$ cat src/rtl/prio_rr_arbiter.sv
// N-way registered grant engine with fixed-priority or round-robin selection,
// hold-until-release handshake, forced release after MAX_HOLD cycles and contention stats.
module prio_rr_arbiter #(
   parameter int N        = 4,
   parameter int MODE     = 0,
   parameter int MAX_HOLD = 16,
   parameter int CNT_W    = 16
) (
   input  logic                 clk,
   input  logic                 rst,
   input  logic [N-1:0]         req,
   input  logic                 ack,
   output logic [N-1:0]         gnt,
   output logic                 gnt_valid,
   output logic [$clog2(N)-1:0] gnt_id,
   output logic                 timeout,
   output logic                 contention,
   output logic [CNT_W-1:0]     contention_cnt
);
   localparam int                ID_W     = $clog2(N);
   localparam int                HOLD_W   = $clog2(MAX_HOLD + 1);
   localparam logic [HOLD_W-1:0] HOLD_MAX = HOLD_W'(MAX_HOLD);
   localparam logic [CNT_W-1:0]  CNT_SAT  = {CNT_W{1'b1}};
   localparam logic [N-1:0]      ONE_LSB  = {{(N-1){1'b0}}, 1'b1};
   localparam logic [ID_W-1:0]   ID_LAST  = ID_W'(N - 1);

   typedef enum logic [0:0] {S_IDLE = 1'b0, S_GRANT = 1'b1} state_t;

   state_t            r_state, w_state_nxt;
   logic [N-1:0]      r_gnt, w_gnt_nxt;
   logic              r_gnt_valid;
   logic [ID_W-1:0]   r_gnt_id, w_gnt_id_nxt;
   logic [ID_W-1:0]   r_ptr, w_ptr_nxt;
   logic [HOLD_W-1:0] r_hold, w_hold_nxt;
   logic              r_timeout, w_timeout_nxt;
   logic              r_contention, w_contention_nxt;
   logic [CNT_W-1:0]  r_cnt, w_cnt_nxt;
   logic              w_win_found;
   logic [ID_W-1:0]   w_win_id;
   logic              w_withdraw, w_expire, w_release;

   // True when two or more bits are set: clearing the lowest set bit leaves something behind.
   function automatic logic multi_hot(input logic [N-1:0] v);
      return (v & (v - ONE_LSB)) != {N{1'b0}};
   endfunction

   // Winner search: first set request at or above ptr, wrapping; ptr stays 0 in fixed mode.
   always_comb begin
      int idx;
      idx         = 0;
      w_win_found = 1'b0;
      w_win_id    = '0;
      for (int i = 0; i < N; i++) begin
         idx = (int'(r_ptr) + i) % N;
         if (!w_win_found && req[idx[ID_W-1:0]]) begin
            w_win_found = 1'b1;
            w_win_id    = idx[ID_W-1:0];
         end else begin
            w_win_found = w_win_found;
         end
      end
   end

   assign w_withdraw = ~req[r_gnt_id];
   assign w_expire   = (r_hold == HOLD_MAX);
   assign w_release  = (r_state == S_GRANT) && (ack || w_withdraw || w_expire);

   // Next-state logic.
   always_comb begin
      w_state_nxt = r_state;
      case (r_state)
         S_IDLE: begin
            if (w_win_found) w_state_nxt = S_GRANT;
            else             w_state_nxt = S_IDLE;
         end
         S_GRANT: begin
            if (w_release) w_state_nxt = S_IDLE;
            else           w_state_nxt = S_GRANT;
         end
         default: w_state_nxt = S_IDLE;
      endcase
   end

   // Next values of every registered output and of the pointer/hold counter.
   always_comb begin
      w_gnt_nxt        = r_gnt;
      w_gnt_id_nxt     = r_gnt_id;
      w_ptr_nxt        = r_ptr;
      w_hold_nxt       = r_hold;
      w_timeout_nxt    = 1'b0;
      w_contention_nxt = 1'b0;
      w_cnt_nxt        = r_cnt;
      case (r_state)
         S_IDLE: begin
            if (w_win_found) begin
               w_gnt_nxt        = ONE_LSB << w_win_id;
               w_gnt_id_nxt     = w_win_id;
               w_hold_nxt       = HOLD_W'(1);
               w_contention_nxt = multi_hot(req);
               if (multi_hot(req) && (r_cnt != CNT_SAT)) w_cnt_nxt = r_cnt + CNT_W'(1);
               else                                      w_cnt_nxt = r_cnt;
            end else begin
               w_gnt_nxt = '0;
            end
         end
         S_GRANT: begin
            if (w_release) begin
               w_gnt_nxt     = '0;
               w_gnt_id_nxt  = '0;
               w_hold_nxt    = '0;
               // ack and withdraw both outrank the hold limit
               w_timeout_nxt = ~ack & ~w_withdraw & w_expire;
               if (MODE == 1) w_ptr_nxt = (r_gnt_id == ID_LAST) ? '0 : r_gnt_id + ID_W'(1);
               else           w_ptr_nxt = '0;
            end else begin
               w_hold_nxt = r_hold + HOLD_W'(1);
            end
         end
         default: begin
            w_gnt_nxt    = '0;
            w_gnt_id_nxt = '0;
            w_hold_nxt   = '0;
         end
      endcase
   end

   // State and output registers.
   always_ff @(posedge clk) begin
      if (rst) begin
         r_state      <= S_IDLE;
         r_gnt        <= '0;
         r_gnt_valid  <= 1'b0;
         r_gnt_id     <= '0;
         r_ptr        <= '0;
         r_hold       <= '0;
         r_timeout    <= 1'b0;
         r_contention <= 1'b0;
         r_cnt        <= '0;
      end else begin
         r_state      <= w_state_nxt;
         r_gnt        <= w_gnt_nxt;
         r_gnt_valid  <= |w_gnt_nxt;
         r_gnt_id     <= w_gnt_id_nxt;
         r_ptr        <= w_ptr_nxt;
         r_hold       <= w_hold_nxt;
         r_timeout    <= w_timeout_nxt;
         r_contention <= w_contention_nxt;
         r_cnt        <= w_cnt_nxt;
      end
   end

   assign gnt            = r_gnt;
   assign gnt_valid      = r_gnt_valid;
   assign gnt_id         = r_gnt_id;
   assign timeout        = r_timeout;
   assign contention     = r_contention;
   assign contention_cnt = r_cnt;
endmodule

$ cat config.mk
export PLATFORM = sky130hd
export DESIGN_NAME = prio_rr_arbiter
export DESIGN_NICKNAME = d
export VERILOG_FILES = /design/src/rtl/prio_rr_arbiter.sv
export SDC_FILE = /design/constraint.sdc
export NUM_CORES = 1
export LEC_CHECK = 0
export ABC_AREA = 1
export ABC_CLOCK_PERIOD_IN_PS = 1700
export BUFFER_PORTS_ARGS = -buffer_cell sky130_fd_sc_hd__buf_2
export CORE_AREA = 2 2 57 112
export DETAILED_ROUTE_END_ITERATION = 12
export DIE_AREA = 0 0 59 114
export PLACE_DENSITY = 0.51
export SYNTH_ARGS = -nofsm -noshare
export SYNTH_HDL_FRONTEND = slang
export SYNTH_SLANG_ARGS = --single-unit
$ cat constraint.sdc
create_clock -name clk -period 1.7 [get_ports clk]
set_input_delay 0.085 -clock clk [delete_from_list [all_inputs] [get_ports clk]]
set_output_delay 0.085 -clock clk [all_outputs]
set_load 0.1 [all_outputs]
==> summary.txt <==
vias in the first global route = 1650
Final min period = 1.49 ns
worst-margin pin slew = 0.489 ns
initial DRC count = 62
Ant. Diodes = 0
CTS buffer count = 5
WL/cell = 12.0 µm
Max VDD drop = 464 µV
Fmax = 0.669 GHz
met3 Use GR = 2.95%
most frequent cells in the layout = 73 x nand2_1, 31 x buf_2, 27 x nor2_1
clock slew seen by the registers of the worst setup and hold paths = 0.05 ns
DP Wirelength = 3140 µm
Layout Skew = 0.00404 ns
Post-Syn Area = 1700 µm²
Initial Utilization = 28.7%
layout cells sized above 1 = 27.7%
Pwr Density = 917 nW/µm²
router iterations before antenna repair = 4
Final GP Congestion = 0.812
Post-CTS Setup Bufs = 0
largest net degree at the start of global routing = 22
clk buf depth = 2
Mean Syn Cell Area = 6.87 µm²
post-synthesis sequential area ratio = 36.6%
max-slew violations = 0
Synth area leader = dfxtp_1
drt total wl = 4190 µm
Yosys warning count = 0
die span in y = 114 µm
Setup CP Type = register to register
Core ar. = 5910 µm²
Max-slew headroom = 67.6%
Die W = 59 µm
via count = 1650
initial antenna violation count = 0
Yosys top cell area share = 36.6%
port bufs = 31
Setup TNS Final = 0 ns
WP data arrival = 1.66 ns
GR Util met2 = 22.8%
Area contributors post-synth = dfxtp_1 37%, nand2_1 16%, a21oi_1 7.1%
clock latency on the worst-skew pair = 0.27 ns
Req. time, crit path = 1.86 ns
Syn Nets = 257
worst min-delay path class = input port to register
count of final hold-check violations = 0
final core utilization = 35.7%
status = completed
row cnt = 40
Layout area overhead = 24.1%
Finish-stage setup viols = 0
reported max-cap violation count = 0
Synth cell types = 26
final period utilization = 87.9%
Final ANT Viol Nets = 0
#FFs+latches synth = 31
die footprint = 6730 µm²
Num Clock Sinks = 31
Setup crit end kind = register
first-pass GRT wire length = 7550 µm
unrepaired setup endpoints after global routing = false
gr usage total = 14.4%
grt ovf = 0
H-tree depth = 2
CTS tree = built
met1 track demand over resource = 18.7%
worst-path fanout max = 21
GR peak layer = met2
I/O pins = 32
DRC errors left = 0
clock root cell = clkbuf_16
Pleak = 0.930 nW
routed vias/inst = 4.74
Synth Instances = 247
most common cell after layout, fill and taps aside = nand2_1
final-stage net count = 294
startpoint types = register
## Yosys cell counts
master and number:
a21oi_1 24, a21oi_2 2, a31oi_1 1, buf_4 1, buf_6 2, clkbuf_1 2, clkinv_1 1, clkinv_2 1
dfxtp_1 31, ha_1 3, inv_1 25, inv_2 1, nand2_1 73, nand2_2 4, nand3_1 15, nand3_2 5
nand4_1 8, nor2_1 27, nor2_4 3, nor3_4 1, nor3b_2 1, nor4_1 1, o211ai_1 1, o21ai_0 6
xnor2_1 5, xor2_1 3
## flip-flops by register name (all words and copies together) (netlist names)
| register | cells |
|---|---|
| r_hold | 5 |
| gnt_id | 2 |
| r_state | 1 |
| contention_cnt | 16 |
| gnt_valid | 1 |
| timeout | 1 |
| contention | 1 |
| gnt | 4 |
## power breakdown
group / internal (mW) / switching (mW) / leakage, nW / total [mW]
clock network: 0.543 / 0.293 / 0.0652 / 0.837
registers: 0.753 / 0.0191 / 0.262 / 0.772
logic: 0.0733 / 0.250 / 0.603 / 0.323
## final cells by class
class / instances / area, µm²
Timing Repair Buffer: 35 / 198
Tap cell: 63 / 78.8
Multi-Input combinational cell: 183 / 938
Sequential cell: 31 / 649
Inverter: 28 / 106
Fill cell: 655 / 3800
Clock buffer: 8 / 136
## final timing paths
check               startpoint                end  slack (ns)  depth (start not counted)
max          contention_cnt[0]  contention_cnt[7]        0.21                         10
max reg2reg  contention_cnt[0]  contention_cnt[7]        0.21                         10
min                        rst          gnt_id[0]        0.11                          2
min reg2reg          r_hold[3]          r_hold[3]        0.48                          2
## cell families (layout without fill, tap and decap cells)
logic type / Yosys count / count (layout) / share of synthesized area, %
compound gates: 34 / 34 / 10.7
xor+xnor: 8 / 8 / 4.13
fa+ha+maj: 3 / 3 / 2.21
buf+inv: 33 / 71 / 8.47
flops: 31 / 31 / 36.6
simple gates: 138 / 138 / 38.0
## what timing repair did
action                     CTS  global route
setup endpoints to repair    0             7
resized for setup            0             3
hold buffers                 0             0
## critical path, cell delays in order (launching register included)
cell      delay [ns]
dfxtp_4         0.36
ha_1            0.21
inv_1           0.09
nor2_4          0.05
nand3_1         0.12
clkinv_1        0.11
nor2_4          0.11
buf_12          0.16
nand3_1         0.08
nand2_1         0.06
nor2_1          0.04
## stage by stage
stage | hold slack [ns] | area [µm²] | setup slack [ns] | total power [mW] | instances
CTS | 0.114 | 2100 | 0.101 | 1.96 | 348
finish | 0.110 | 2110 | 0.206 | 1.93 | 348
detailed placement | 0.400 | 1960 | 0.107 | 1.11 | 340
floorplan | 0.147 | 1730 | 0.0428 | 1.04 | 247
global route | 0.121 | 2110 | 0.0371 | 2.02 | 348
global placement | 0.389 | 1960 | 0.152 | 1.10 | 340
## metal layers
metal | part of all wire [%] | up-vias | routed length (µm)
met4 | 1.7 | 0 | 72
li1 | - | 871 | -
met1 | 47 | 743 | 1980
met5 | 0 | - | 0
met2 | 47 | 31 | 1980
met3 | 3.8 | 5 | 158
No activity file was read; power rests on OpenSTA's default activity.
